### config.mk
export PLATFORM = sky130hd
export DESIGN_NAME = regfile_wb_scheduler
export DESIGN_NICKNAME = d
export VERILOG_FILES = /design/src/rtl/regfile_wb_scheduler_pkg.sv /design/src/rtl/regfile_wb_scheduler_wb_arbiter.sv /design/src/rtl/regfile_wb_scheduler.sv
export SDC_FILE = /design/constraint.sdc
export NUM_CORES = 1
export LEC_CHECK = 0
export CAP_MARGIN = 20
export CORE_MARGIN = 2
export CORE_UTILIZATION = 52
export DETAILED_ROUTE_END_ITERATION = 10
export PLACE_DENSITY = 0.88
export SYNTH_ARGS = -nofsm -noshare
export SYNTH_HDL_FRONTEND = slang
export SYNTH_SLANG_ARGS = --single-unit
### constraint.sdc
create_clock -name clk -period 14.5 [get_ports clk]
set_clock_uncertainty 0.2 [all_clocks]
set_input_delay 3.625 -clock clk [delete_from_list [all_inputs] [get_ports clk]]
set_output_delay 3.625 -clock clk [all_outputs]
set_load 0.02 [all_outputs]
### src/rtl/regfile_wb_scheduler_pkg.sv
// rtl/regfile_wb_scheduler_pkg.sv - shared register-index and writeback-source definitions
package regfile_wb_scheduler_pkg;

  localparam int REG_IDX_W = 5;
  localparam logic [REG_IDX_W-1:0] REG_ZERO = '0;

  // Writeback requester encoding, also used by pipeline control
  typedef enum logic {
    WB_SRC_ALU = 1'b0,
    WB_SRC_LSU = 1'b1
  } wb_src_e;

endpackage

### src/rtl/regfile_wb_scheduler_wb_arbiter.sv
// rtl/regfile_wb_scheduler_wb_arbiter.sv - LSU-first write-port arbiter with ALU starvation bound
module wb_arbiter
  import regfile_wb_scheduler_pkg::*;
#(
  parameter int STARVE_LIMIT = 4
) (
  input  logic    clk,
  input  logic    rst,
  input  logic    alu_valid,
  input  logic    lsu_valid,
  output logic    alu_ready,
  output logic    lsu_ready,
  output logic    grant_valid,
  output wb_src_e grant_src
);

  localparam int CNT_W = $clog2(STARVE_LIMIT + 1);
  localparam logic [CNT_W-1:0] LIMIT = CNT_W'(STARVE_LIMIT);

  logic [CNT_W-1:0] starve_cnt;
  logic             alu_forced;

  assign alu_forced = (starve_cnt >= LIMIT);

  // LSU wins by default; an ALU starved for LIMIT cycles takes the port
  always_comb begin
    alu_ready = alu_valid && (!lsu_valid || alu_forced);
    lsu_ready = lsu_valid && !alu_ready;
    grant_valid = alu_ready || lsu_ready;
    grant_src = alu_ready ? WB_SRC_ALU : WB_SRC_LSU;
  end

  // Count consecutive cycles the ALU waits; any grant or idle cycle restarts it
  always_ff @(posedge clk or posedge rst) begin
    if (rst) begin
      starve_cnt <= '0;
    end else if (alu_valid && !alu_ready) begin
      if (starve_cnt < LIMIT) begin
        starve_cnt <= starve_cnt + CNT_W'(1);
      end
    end else begin
      starve_cnt <= '0;
    end
  end

endmodule

### src/rtl/regfile_wb_scheduler.sv
// rtl/regfile_wb_scheduler.sv - register-file write-port scheduler and busy scoreboard
module regfile_wb_scheduler
  import regfile_wb_scheduler_pkg::*;
#(
  parameter int XLEN         = 32,
  parameter int RLEN         = 32,
  parameter int STARVE_LIMIT = 4
) (
  input  logic                 clk,
  input  logic                 rst,
  input  logic                 flush,
  input  logic                 issue_valid,
  input  logic [REG_IDX_W-1:0] issue_rs1,
  input  logic [REG_IDX_W-1:0] issue_rs2,
  input  logic [REG_IDX_W-1:0] issue_rd,
  input  logic                 issue_writes,
  output logic                 issue_stall,
  input  logic                 alu_wb_valid,
  input  logic [REG_IDX_W-1:0] alu_wb_rd,
  input  logic [XLEN-1:0]      alu_wb_val,
  output logic                 alu_wb_ready,
  input  logic                 lsu_wb_valid,
  input  logic [REG_IDX_W-1:0] lsu_wb_rd,
  input  logic [XLEN-1:0]      lsu_wb_val,
  output logic                 lsu_wb_ready,
  output logic                 write_rd,
  output logic [REG_IDX_W-1:0] rd,
  output logic [XLEN-1:0]      rd_val,
  output logic [5:0]           busy_count,
  output logic                 sb_error
);

  logic [RLEN-1:0]      busy;
  logic [RLEN-1:0]      busy_nxt;
  logic                 flush_d;
  logic                 grant_valid;
  wb_src_e              grant_src;
  logic [REG_IDX_W-1:0] g_rd;
  logic [XLEN-1:0]      g_val;
  logic                 issue_fire;
  logic                 err_hit;

  function automatic logic [5:0] popcount(input logic [RLEN-1:0] v);
    logic [5:0] n;
    n = '0;
    for (int i = 0; i < RLEN; i++) begin
      n = n + {5'b0, v[i]};
    end
    return n;
  endfunction

  wb_arbiter #(
    .STARVE_LIMIT(STARVE_LIMIT)
  ) u_arb (
    .clk        (clk),
    .rst        (rst),
    .alu_valid  (alu_wb_valid),
    .lsu_valid  (lsu_wb_valid),
    .alu_ready  (alu_wb_ready),
    .lsu_ready  (lsu_wb_ready),
    .grant_valid(grant_valid),
    .grant_src  (grant_src)
  );

  // Steer the granted request onto the write port; x0 writes are swallowed
  always_comb begin
    g_rd  = REG_ZERO;
    g_val = '0;
    if (grant_valid) begin
      g_rd  = (grant_src == WB_SRC_ALU) ? alu_wb_rd  : lsu_wb_rd;
      g_val = (grant_src == WB_SRC_ALU) ? alu_wb_val : lsu_wb_val;
    end
    write_rd = grant_valid && (g_rd != REG_ZERO);
    rd       = g_rd;
    rd_val   = g_val;
  end

  // Hazard check against the registered scoreboard only (no same-cycle bypass)
  always_comb begin
    issue_stall = issue_valid &&
                  (busy[issue_rs1] || busy[issue_rs2] ||
                   (issue_writes && busy[issue_rd]) || flush);
    issue_fire  = issue_valid && !issue_stall;
    err_hit     = write_rd && !busy[g_rd] && !flush && !flush_d;
  end

  // Next scoreboard: flush wipes everything, else clear on writeback then set on issue
  always_comb begin
    busy_nxt = busy;
    if (flush) begin
      busy_nxt = '0;
    end else begin
      if (write_rd) begin
        busy_nxt[g_rd] = 1'b0;
      end
      if (issue_fire && issue_writes && (issue_rd != REG_ZERO)) begin
        busy_nxt[issue_rd] = 1'b1;
      end
    end
    busy_nxt[0] = 1'b0;
  end

  // Scoreboard state, its population count, flush history and sticky error
  always_ff @(posedge clk or posedge rst) begin
    if (rst) begin
      busy       <= '0;
      busy_count <= '0;
      flush_d    <= 1'b0;
      sb_error   <= 1'b0;
    end else begin
      busy       <= busy_nxt;
      busy_count <= popcount(busy_nxt);
      flush_d    <= flush;
      if (err_hit) begin
        sb_error <= 1'b1;
      end
    end
  end

endmodule

After elaboration in Yosys (flattened, before gate mapping)
Cells that the tools add are included.

storage, ports and cells
  input port bits = 96
  flip-flop bits (word level) = 42
  logic and storage cells = 97

operators by class
  reductions and logical operators = 27
  order comparisons = 8
  $add $sub $neg = 31
  bitwise operators = 3
  muxes and demuxes = 22
  equal/unequal tests = 1

operator list
  cell                                                                          number
  32-bit 2-to-1 mux                                                             6
  6-bit by 1-bit adder with 6-bit output                                        25
  32-bit bitwise AND                                                            1
  32-bit NOT                                                                    1
  32-bit OR                                                                     1
  5-bit by 6-bit less-than comparator with 1-bit output, second input constant  4
  1-bit binary-select mux with 5-bit select                                     4
  1-bit logical AND                                                             14
  1-bit demux with 5-bit select                                                 2
  5-bit by 1-bit >= comparator with 1-bit output, second input constant         2
  5-bit 2-to-1 mux                                                              2
  5-bit nonzero test                                                            2
  5-bit by 1-bit adder with 6-bit output                                        1
  1-bit zero test                                                               6
  1-bit 2-to-1 mux                                                              6
  3-bit 2-to-1 mux                                                              2
  4-bit by 1-bit adder with 5-bit output                                        1
  1-bit logical OR                                                              5
  3-bit by 1-bit adder with 4-bit output                                        1
  2-bit by 1-bit adder with 3-bit output                                        1
  3-bit by 1-bit adder with 3-bit output, second input constant                 1
  3-bit >= comparator, second input constant                                    1
  3-bit less-than comparator, second input constant                             1
  1-bit by 1-bit adder with 2-bit output                                        1
  2-bit inequality test, second input constant                                  1

Longest topological paths before layout
Gate-level depths: netlist (run 1).

  depth in word-level cells = 48
  depth in mapped cells = 27
  depth with buffers taken out = 24

By module
Synthesis (run 1) repeated with hierarchy kept, for this count alone.

unflattened totals
  cells, all modules = 514
  area, all modules = 4757.1 µm²

by module, submodules not included
  module                seq. area each (µm²)  instances  area an instance (µm²)  cells an instance
  regfile_wb_scheduler  975.9                 1          4604.4                  500
  wb_arbiter            75.1                  1          152.6                   14

Worst setup path after synthesis (run 1)
No wires, ideal clock.

  path type = input to register
  start = input issue_rd[0]
  end = register busy_count[4]
  path slack = 4053 ps
  setup time = 80 ps
  data required time = 14220 ps
  stages on the path = 21
  data arrival time = 10167 ps
  cells stage by stage = clkbuf_1 -> mux4_2 -> a22o_1 -> a22oi_1 -> o311a_1 -> nand3_1 -> clkbuf_1 -> o41ai_1 -> fa_1 -> inv_1 -> fa_1 -> fa_1 -> fa_1 -> fa_1 -> fa_1 -> inv_1 -> fa_1 -> fa_1 -> a21o_1 -> a21oi_1 -> xnor2_1

RTL lines
  what                                                     RTL line                     source
  from (decl)                                              regfile_wb_scheduler.sv:15   input logic [REG_IDX_W-1:0] issue_rd,
  1-bit binary-select mux with 5-bit select                regfile_wb_scheduler.sv:82   (issue_writes && busy[issue_rd]) || flush);
  1-bit 2-to-1 mux (implied by the code)                   regfile_wb_scheduler.sv:82
  1-bit logical AND                                        regfile_wb_scheduler.sv:82
  1-bit logical OR                                         regfile_wb_scheduler.sv:81   (busy[issue_rs1] || busy[issue_rs2] ||
  1-bit logical OR                                         regfile_wb_scheduler.sv:82
  1-bit logical AND                                        regfile_wb_scheduler.sv:80   issue_stall = issue_valid &&
  1-bit zero test                                          regfile_wb_scheduler.sv:83   issue_fire = issue_valid && !issue_stall;
  1-bit logical AND                                        regfile_wb_scheduler.sv:83
  1-bit logical AND (2 in series)                          regfile_wb_scheduler.sv:96   if (issue_fire && issue_writes && (issue_rd != REG_ZERO)) begin
  32-bit 2-to-1 mux *                                      regfile_wb_scheduler.sv:96
  32-bit 2-to-1 mux *                                      regfile_wb_scheduler.sv:90   if (flush) begin
  net busy_nxt[8]                                          regfile_wb_scheduler.sv:34   logic [RLEN-1:0] busy_nxt;
  6-bit by 1-bit adder with 6-bit output * (24 in series)  regfile_wb_scheduler.sv:47   n = n + {5'b0, v[i]};
  to (signal assigned)                                     regfile_wb_scheduler.sv:112  busy_count <= popcount(busy_nxt);
  to (decl)                                                regfile_wb_scheduler.sv:29   output logic [5:0] busy_count,

The timed path passes the listed nets; every way through them passes the cells marked *. The select of a mux whose other input is x is not followed.
A chain may end at the register's enable or synchronous reset.

Worst setup path in the final report (run 1)
  start = input issue_rs1[0]
  end = register busy_count[4]

RTL lines
  what                                                  RTL line                    source
  from (decl)                                           regfile_wb_scheduler.sv:13  input logic [REG_IDX_W-1:0] issue_rs1,
  1-bit binary-select mux with 5-bit select             regfile_wb_scheduler.sv:81
  1-bit 2-to-1 mux (implied by the code)                regfile_wb_scheduler.sv:81
  1-bit logical OR (2 in series)                        regfile_wb_scheduler.sv:81
  1-bit logical OR                                      regfile_wb_scheduler.sv:82
  1-bit logical AND                                     regfile_wb_scheduler.sv:80
  1-bit zero test                                       regfile_wb_scheduler.sv:83
  1-bit logical AND                                     regfile_wb_scheduler.sv:83
  1-bit logical AND (2 in series)                       regfile_wb_scheduler.sv:96
  32-bit 2-to-1 mux                                     regfile_wb_scheduler.sv:96
  32-bit 2-to-1 mux                                     regfile_wb_scheduler.sv:90
  net busy_nxt[26]                                      regfile_wb_scheduler.sv:34
  6-bit by 1-bit adder with 6-bit output (6 in series)  regfile_wb_scheduler.sv:47

The timed path passes the listed nets, and every way through them passes these cells. The select of a mux whose other input is x is not followed.

==> results.yml, run 1 <==
route:
  routed-via-count: 4828
  drt-met1-wl_mm: 6.231
  dr.pass1.iters: 6
  drtAntennaViolNets: 0
  vias_per_cell: 6.596
  wl_met2_mm: 7.492
  dr_wl_met3_mm: 1.847
  drt-total-wl_mm: 16.17
  wire_per_inst_um: 22.09
  top_layer_used: "met4"
  drt_iter0_drc: 683
  drc: 0
floorplanning:
  dieArea_sq_um: 9571
  coreArea_sq_um: 8636
  fp.dieH_um: 97.83
  boundaryPins: 144
  rows: 34
  start_util_pct: 53.01
  die_w_um: 97.83
cells_and_area:
  design_area_sq_um: 6108
  fin_util_pct: 70.73
  nets: 750
  syn2layout_area_growth_pct: 33.42
  drive_gt1_share_pct: 9.455
  fill_cells: 694
  n_antenna_cell: 0
hold_path:
  hold_end: "u_arb.starve_cnt[0]"
  holdCritStartpoint: "u_arb.starve_cnt[0]"
  hold_depth: 1
  hold_path_class: "flop to flop"
timing:
  hold_viol: 0
  setup_tns_ps: 0
  drv_slew: 0
  worstMarginPinSlew_ps: 1061
  slew-limit-headroom_pct: 29.19
  clock.fmax_ghz: 0.08635
  period_needed_ps: 11580
  finalSetupViolCount: 0
  finalCritPeriodShare_pct: 79.86
  rsz0062_at_grt: "no"
yosys:
  synth_ff_type: "dfrtp_1"
  postSynthAreaPerCell_sq_um: 9.012
  synth_warnings: 0
  synth_enable_flop_cells: 0
  synthDistinctLibCells: 52
  seq_area_frac_synth_pct: 22.96
  synth.cell_area_sq_um: 4578
  async_reset_ff_share_pct: 100.0
  syn_inst: 508
  synth_seq_cells: 42
  syn-num-nets: 635
pwr:
  vdd_drop_max_v: 0.00005868
  leakage_nw: 2.515
  finalPower_w: 0.0003311
  p_per_area_nw_per_um2: 54.21
worst_setup_path:
  regToRegSetupSlack_ps: 6700
  reg2regPathDepth: 22
  r2r_end: "busy_count[4]"
  cp.arrival_ps: 11610
  startpoint_type: "input port"
  worstPathMaxFanout: 45
  cp-end-kind: "flop"
  rr_startpoint: "busy[15]"
  critPathKind: "input port to flop"
  worstPathRequired_ps: 14530
clock_tree:
  cts_made_buffers: 5
  hold_buffers: 0
  cts_resized: 0
  max-clock-path-buffers: 2
  post-cts-setup-buffer-count: 0
  cts_tree: "yes"
  clk_latency_ps: 300
  path_clk_slew_ps: 80
  clkSinkCount: 42
  h-tree-depth: 2
  clockRootBuffer: "clkbuf_8"
flow_run:
  drv_cap: 0
placement:
  routabilityCongestion: 0.9568
  placed_cell_area_sq_um: 5971
  io_buffers: 143
  place_hpwl_mm: 12.41
grt:
  overflow: 0
  antenna_found_initial: 0
  grt_first_pass_wirelength_mm: 26.09
  grt_pass1_vias: 4815
  grt_util_all_layers_pct: 34.08
  grt_max_degree: 66
run_status:
  status: "finished clean"
worst max-delay path, cell delays in order:
cell,delay (ps)
clkdlybuf4s50_1,840
mux4_2,590
mux2i_1,170
nor3b_1,90
nor4_1,320
or4b_1,480
buf_4,320
o41ai_1,740
fa_1,510
inv_1,80
fa_1,410
inv_1,80
fa_1,420
inv_1,80
fa_1,440
fa_1,500
fa_1,500
inv_1,50
fa_1,410
fa_1,430
a21o_1,180
a21oi_1,180
xnor2_1,140
flip-flops by register name (all words and copies together), names as in the netlist:
register          flops
busy                 31
busy_count            6
u_arb.starve_cnt      3
flush_d               1
sb_error              1
layout make-up:
type / instances / area [sq um] / area share, %
Clock buffer: 6 / 72.57 / 1.188
Clock inverter: 2 / 37.54 / 0.6145
Inverter: 36 / 135.1 / 2.212
Multi-Input combinational cell: 390 / 3188 / 52.19
Sequential cell: 42 / 1051 / 17.21
Tap cell: 108 / 135.1 / 2.212
Timing Repair Buffer: 148 / 1489 / 24.38
power breakdown:
group	switching, W	total, W	internal (W)
clock network	0.0000436	0.0000950	0.0000514
logic	0.0000651	0.000117	0.0000523
registers	0.000000834	0.000119	0.000118
total	0.000109	0.000331	0.000222
worst max path at each step:
stage / start / end / slack [ps] / cells after the start
6_report: issue_rs1[0] / busy_count[4] / 2920 / 23
5_1_grt: issue_rs1[0] / busy_count[4] / 2600 / 23
2_1_floorplan: issue_rd[0] / busy_count[4] / 4050 / 21
3_5_place_dp: lsu_wb_valid / busy_count[4] / 2460 / 23
3_3_place_gp: lsu_wb_valid / busy_count[4] / 2780 / 23
4_1_cts: lsu_wb_valid / busy_count[4] / 2730 / 23
cell families (layout without fill, tap and decap cells):
logic type               after synthesis  after routing  synth area share, %
AO/OA/AOI/OAI                        128            128                24.24
XOR/XNOR                               3              3               0.5740
adder cells (fa/ha/maj)               31             31                12.24
buffers and inverters                 76            192                7.516
flip-flops                            42             42                22.96
multiplexers                          44             44                14.68
AND/OR/NAND/NOR                      184            184                17.79
metal layers:
layer | global-route usage [%] | vias to the layer above
met5 | 0 | -
li1 | - | 2109
met1 | 47.25 | 2258
met2 | 53.16 | 386
met3 | 6.657 | 75
met4 | 13.25 | 0
placed cells by master (no fill, tap or decap), types with 3 or more instances in the layout:
cell type,count
nor3_1,7
dfrtp_1,42
a31oi_1,3
clkbuf_8,5
o311ai_0,3
a32oi_1,8
mux2i_1,21
nand2_1,106
mux2_2,5
nor2b_1,10
nand3_1,26
o22ai_1,3
o41a_1,13
o41ai_1,13
o21ai_0,33
a21oi_1,4
o41ai_2,18
clkdlybuf4s50_1,143
o211ai_1,14
inv_1,33
nor2_1,16
inv_2,3
nand2b_1,4
buf_4,4
mux4_2,18
ha_1,8
fa_1,23
stage by stage:
stage	hold slack, ps	setup WS [ps]	cells
2_1_floorplan	206.8	4053	508
3_3_place_gp	216.8	2781	723
3_5_place_dp	243.1	2461	723
4_1_cts	255.2	2734	731
5_1_grt	278.5	2596	732
6_report	248.3	2920	732
synthesized netlist by cell type (all sizes together), types with 12 or more instances:
cell type,number,area [sq um]
dfrtp,42,1051
clkbuf,28,105.1
o211ai,14,105.1
nor2,16,60.06
mux4,18,405.4
inv,36,135.1
buf,12,103.9
fa,23,460.4
nand3,27,135.1
mux2i,21,210.2
o41ai,31,406.6
nand2,106,397.9
o41a,13,146.4
o21ai,33,165.2
Power figures use the tool's default switching activity.
==> run 2, diff against run 1 <==
CORE_UTILIZATION = 48   (was 52)
PLACE_DENSITY = 0.82   (was 0.88)
clock period = 10.7 ns   (was 14.5 ns; I/O delays follow)
==> run 2 against run 1 <==
Clock-buffer cell count down 1; routed wire length down 2.7%; non-clock buffer count grew 7; worst hold slack improved by 9.7 ps; largest cell class unchanged; die area is 8.0% higher; largest power group unchanged; cell count up 3.8%; register-to-register slack lost 3500 ps; combinational power grew 37%; utilization decreased by 3.6 points; critical path type unchanged; worst setup slack worse by 2400 ps; total power up 44%; sequential cell count unchanged.
==> results.yml, run 2 (synthesized netlist as in run 1, its figures left out) <==
run_status:
  status: "finished clean"
grt:
  overflow: 0
  antenna_found_initial: 0
  grt_util_all_layers_pct: 31.02
  grt_max_degree: 66
  grt_pass1_vias: 4770
  grt_first_pass_wirelength_mm: 24.79
hold_path:
  hold_path_class: "flop to flop"
pwr:
  leakage_nw: 2.562
  p_per_area_nw_per_um2: 76.73
  finalPower_w: 0.0004763
  vdd_drop_max_v: 0.00004964
worst_setup_path:
  worstPathMaxFanout: 45
  crit_chain: "clkdlybuf4s50_1 > mux4_2 > mux2i_1 > nor3b_1 > nor4_1 > or4b_1 > buf_12 > o41ai_1 > fa_1 > inv_1 > fa_1 > inv_1 > fa_1 > inv_1 > fa_1 > fa_1 > fa_1 > inv_1 > fa_1 > fa_1 > a21o_1 > a21oi_1 > xnor2_1"
  worstPathRequired_ps: 10730
  cp-end-kind: "flop"
  max_stage_delay_ps: 760
  critPathKind: "input port to flop"
  critPathSlowestCell: "clkdlybuf4s50_1"
  startpoint_type: "input port"
  path_common_cell: "fa_1"
  cp.arrival_ps: 10220
placement:
  io_buffers: 143
  dp.cells: 752
  routabilityCongestion: 0.9797
  place_hpwl_mm: 12.08
clock_tree:
  cts_made_buffers: 5
  clkSinkCount: 42
  clockRootBuffer: "clkbuf_8"
  path_clk_slew_ps: 90
  post-cts-setup-buffer-count: 0
  hold_buffers: 0
  h-tree-depth: 2
  clk_latency_ps: 310
  max-clock-path-buffers: 2
  cts_tree: "yes"
  cts_resized: 0
cells_and_area:
  stdcell_count: 760
  n_antenna_cell: 0
  syn2layout_area_growth_pct: 35.58
  largestRegisters: "busy: 31 flops, busy_count: 6 flops, u_arb.starve_cnt: 3 flops"
  fill_cells: 724
  multi_input_area_sq_um: 3188
  regArea_sq_um: 1051
  layout_common_cells: "clkdlybuf4s50_1, nand2_1, dfrtp_1, inv_1, o21ai_0"
  final_common_cell: "clkdlybuf4s50_1"
  largest-register: "busy"
  largest_reg_flops: 31
  nets: 757
  drive_gt1_share_pct: 10.62
timing:
  worstMarginPinSlew_ps: 891.9
  hold_viol: 0
  period_needed_ps: 10190
  drv_slew: 0
  finalCritPeriodShare_pct: 95.23
  slew-limit-headroom_pct: 40.54
  setup_tns_ps: 0
  finalSetupViolCount: 0
  rsz0062_at_grt: "no"
  clock.fmax_ghz: 0.09814
route:
  drt_iter0_drc: 580
  routed-via-count: 4792
  dr.pass1.iters: 6
  drtAntennaViolNets: 0
  wire_per_inst_um: 20.71
  drc: 0
  vias_per_cell: 6.305
  drt-total-wl_mm: 15.74
floorplanning:
  boundaryPins: 144
  fp.dieH_um: 101.7
  coreArea_sq_um: 9240
  die_w_um: 101.7
  rows: 35
  start_util_pct: 49.55
  dieArea_sq_um: 10330
flow_run:
  drv_cap: 0
run 2: worst paths after layout:
| check | from | endpoint | depth (start not counted) | slack, ps |
|---|---|---|---|---|
| setup / recovery | issue_rs1[0] | busy_count[4] | 23 | 510 |
| hold / removal | u_arb.starve_cnt[0] | u_arb.starve_cnt[0] | 1 | 260 |
| setup reg to reg | busy[10] | busy_count[4] | 22 | 3200 |
| hold reg to reg | u_arb.starve_cnt[0] | u_arb.starve_cnt[0] | 1 | 260 |
| max in group asynchronous | rst | busy[26] | 3 | 7330 |
| min in group asynchronous | rst | busy_count[2] | 3 | 2580 |
run 2: report_power, final:
| group | leakage (nW) | switching [W] | total, W | internal, W |
|---|---|---|---|---|
| logic | 1.92 | 0.0000874 | 0.000160 | 0.0000729 |
| registers | 0.578 | 0.00000118 | 0.000161 | 0.000160 |
| clock network | 0.0683 | 0.0000614 | 0.000155 | 0.0000935 |
| total | 2.56 | 0.000150 | 0.000476 | 0.000326 |
run 2: layer usage:
layer / wire (um) / share of wire, % / track usage [%] / vias up
met5: 0 / 0 / 0 / -
met1: 6014 / 38 / 40.28 / 2273
met4: 581 / 3.7 / 12.58 / 0
li1: - / - / - / 2123
met2: 7537 / 48 / 51.21 / 333
met3: 1604 / 10 / 5.797 / 63
run 2: through the flow:
| step | setup WS [ps] | hold slack [ps] | instance area, sq um | utilization, % |
|---|---|---|---|---|
| after detailed placement | 115.0 | 251.0 | 6070 | 65.69 |
| after global routing | 64.88 | 284.1 | 6207 | 67.18 |
| after CTS | 419.6 | 263.2 | 6207 | 67.18 |
| after global placement | 412.4 | 216.4 | 6070 | 65.69 |
| final | 510.9 | 258.0 | 6207 | 67.18 |
| after floorplan | 1203 | 206.8 | 4578 | - |
run 2: critical path, delay by kind of cell:
| family | cells | cell delay, ps |
|---|---|---|
| muxes | 2 | 710 |
| adders and majority gates | 8 | 3550 |
| xor gates and xnor gates | 1 | 140 |
| AOI/OAI and AO/OA | 3 | 950 |
| and+or+nand+nor | 3 | 910 |
| buffers and inverters | 6 | 1280 |
run 2: cell type report:
cell class / instances / area share (%)
Tap cell: 129 / 2.600
Multi-Input combinational cell: 390 / 51.36
Clock inverter: 3 / 1.109
Sequential cell: 42 / 16.93
Timing Repair Buffer: 155 / 24.71
Clock buffer: 5 / 1.109
Inverter: 36 / 2.177
==> run 3, diff against run 2 <==
CORE_MARGIN = default   (was 2)
==> run 3 against run 2 <==
Critical endpoint unchanged; global-route usage grew 2.3 points; critical path depth unchanged; non-clock buffer count rose by 2; cell count up 0.26%; largest power group unchanged; combinational power barely moved; highest routed layer unchanged; routed wire length up 0.49%; design area decreased by 0.71%; sequential share of layout area grew 0.12 points; register-to-register slack got worse by 40 ps; clock power decreased by 29%; via count shrank 0.19%.
==> results.yml, run 3 (synthesized netlist as in run 1, its figures left out) <==
cells_and_area:
  layout_common_cells: "clkdlybuf4s50_1, nand2_1, dfrtp_1, inv_1, o21ai_0"
  final_common_cell: "clkdlybuf4s50_1"
  largest_reg_flops: 31
  n_antenna_cell: 0
  stdcell_count: 762
  multi_input_area_sq_um: 3188
  syn2layout_area_growth_pct: 34.63
  nets: 759
  largest-register: "busy"
  fill_cells: 725
  largestRegisters: "busy: 31 flops, busy_count: 6 flops, u_arb.starve_cnt: 3 flops"
  regArea_sq_um: 1051
  drive_gt1_share_pct: 10.74
hold_path:
  hold_path_class: "flop to flop"
  hold_depth: 1
  hold_end: "u_arb.starve_cnt[0]"
  holdCritStartpoint: "u_arb.starve_cnt[0]"
floorplanning:
  boundaryPins: 144
  start_util_pct: 49.55
  fp.dieH_um: 99.66
  die_w_um: 99.66
  dieArea_sq_um: 9932
  coreArea_sq_um: 9240
  rows: 35
worst_setup_path:
  startpoint_type: "input port"
  critPathSlowestCell: "clkdlybuf4s50_1"
  path_common_cell: "fa_1"
  startpoint: "issue_rs1[0]"
  worstPathRequired_ps: 10720
  cp.arrival_ps: 10330
  max_stage_delay_ps: 780
  worstPathMaxFanout: 38
  critPathKind: "input port to flop"
  r2r_end: "busy_count[4]"
  crit_chain: "clkdlybuf4s50_1 > mux4_2 > mux2i_1 > nor3b_1 > nor4_1 > or4b_1 > buf_4 > o41ai_1 > fa_1 > inv_1 > fa_1 > inv_1 > fa_1 > inv_1 > fa_1 > fa_1 > fa_1 > inv_1 > fa_1 > fa_1 > a21o_1 > a21oi_1 > xnor2_1"
  cp.buffers_inverters: 6
  rr_startpoint: "busy[15]"
  cp_top_family: "adder cells"
  cp-end-kind: "flop"
  regToRegSetupSlack_ps: 3160
  reg2regPathDepth: 22
grt:
  overflow: 0
  antenna_found_initial: 0
  grt_pass1_vias: 4736
  grt_util_all_layers_pct: 33.36
  grt_max_degree: 66
  grt_first_pass_wirelength_mm: 25.58
clock_tree:
  hold_buffers: 0
  h-tree-depth: 2
  clockRootBuffer: "clkbuf_8"
  post-cts-setup-buffer-count: 0
  clk_latency_ps: 300
  path_clk_slew_ps: 80
  cts_made_buffers: 5
  max-clock-path-buffers: 2
  cts_tree: "yes"
  cts_resized: 0
  clkSinkCount: 42
timing:
  finalCritPeriodShare_pct: 96.30
  clock.fmax_ghz: 0.09705
  worstMarginPinSlew_ps: 785.3
  setup_slack_ps: 395.9
  hold_viol: 0
  period_needed_ps: 10300
  rsz0062_at_grt: "no"
  setup_tns_ps: 0
  slew-limit-headroom_pct: 47.65
  drv_slew: 0
  finalSetupViolCount: 0
flow_run:
  drv_cap: 0
route:
  routed-via-count: 4783
  dr_wl_met3_mm: 1.725
  drt_iter0_drc: 709
  vias_per_cell: 6.277
  dr.pass1.iters: 6
  wl_met2_mm: 7.550
  wire_per_inst_um: 20.75
  drc: 0
  drtAntennaViolNets: 0
  drt-met1-wl_mm: 6.091
  top_layer_used: "met4"
  drt-total-wl_mm: 15.82
placement:
  io_buffers: 143
  routabilityCongestion: 1.005
  dp.cells: 754
  post-place-ws_ps: 56.04
  place_hpwl_mm: 12.24
pwr:
  vdd_drop_max_v: 0.00005130
  finalPower_w: 0.0004306
  leakage_nw: 2.546
  p_per_area_nw_per_um2: 69.86
run_status:
  status: "finished clean"
-- run 3: cell types whose count changed in the layout (fill, tap and decap cells not counted) --
| cell | delta |
|---|---|
| buf_12 | -1 |
| buf_4 | +3 |
| bufinv_16 | -2 |
| clkbuf_1 | +1 |
| clkbuf_8 | +1 |
| clkinv_2 | +1 |
| clkinv_4 | -1 |
-- run 3: layout make-up --
cell class | count | share of cell area, %
flip-flops and latches | 42 | 17.05
repair buffers | 157 | 24.93
clock inverters | 1 | 0.08120
well taps | 129 | 2.619
multi-input cells | 390 | 51.73
inverters | 36 | 2.192
clock buffers | 7 | 1.401
-- run 3: worst max-delay path by stage --
stage,end,slack [ps],cells after the start
floorplan,busy_count[4],1200,21
global placement,busy_count[4],350,21
detailed placement,busy_count[4],60,21
CTS,busy_count[4],390,21
global route,busy_count[4],30,23
finish,busy_count[4],400,23
-- run 3: power by group --
group / leakage, nW / switching [W] / internal [W] / total [W]
Sequential: 0.578 / 0.00000112 / 0.000160 / 0.000161
Combinational: 1.92 / 0.0000872 / 0.0000726 / 0.000160
Clock: 0.0482 / 0.0000576 / 0.0000522 / 0.000110
Total: 2.55 / 0.000146 / 0.000285 / 0.000431
-- run 3: per-stage QoR --
stage | hold WS [ps] | area, sq um | util [%]
floorplan | 206.8 | 4578 | -
global placement | 216.1 | 6072 | 65.71
detailed placement | 230.1 | 6072 | 65.71
CTS | 241.1 | 6163 | 66.70
global route | 264.6 | 6163 | 66.70
finish | 240.5 | 6163 | 66.70
-- run 3: per-layer routing --
metal | vias to the layer above | track usage, %
li1 | 2126 | -
met1 | 2239 | 43.87
met2 | 362 | 55.07
met3 | 56 | 6.606
met4 | 0 | 11.31
met5 | - | 0
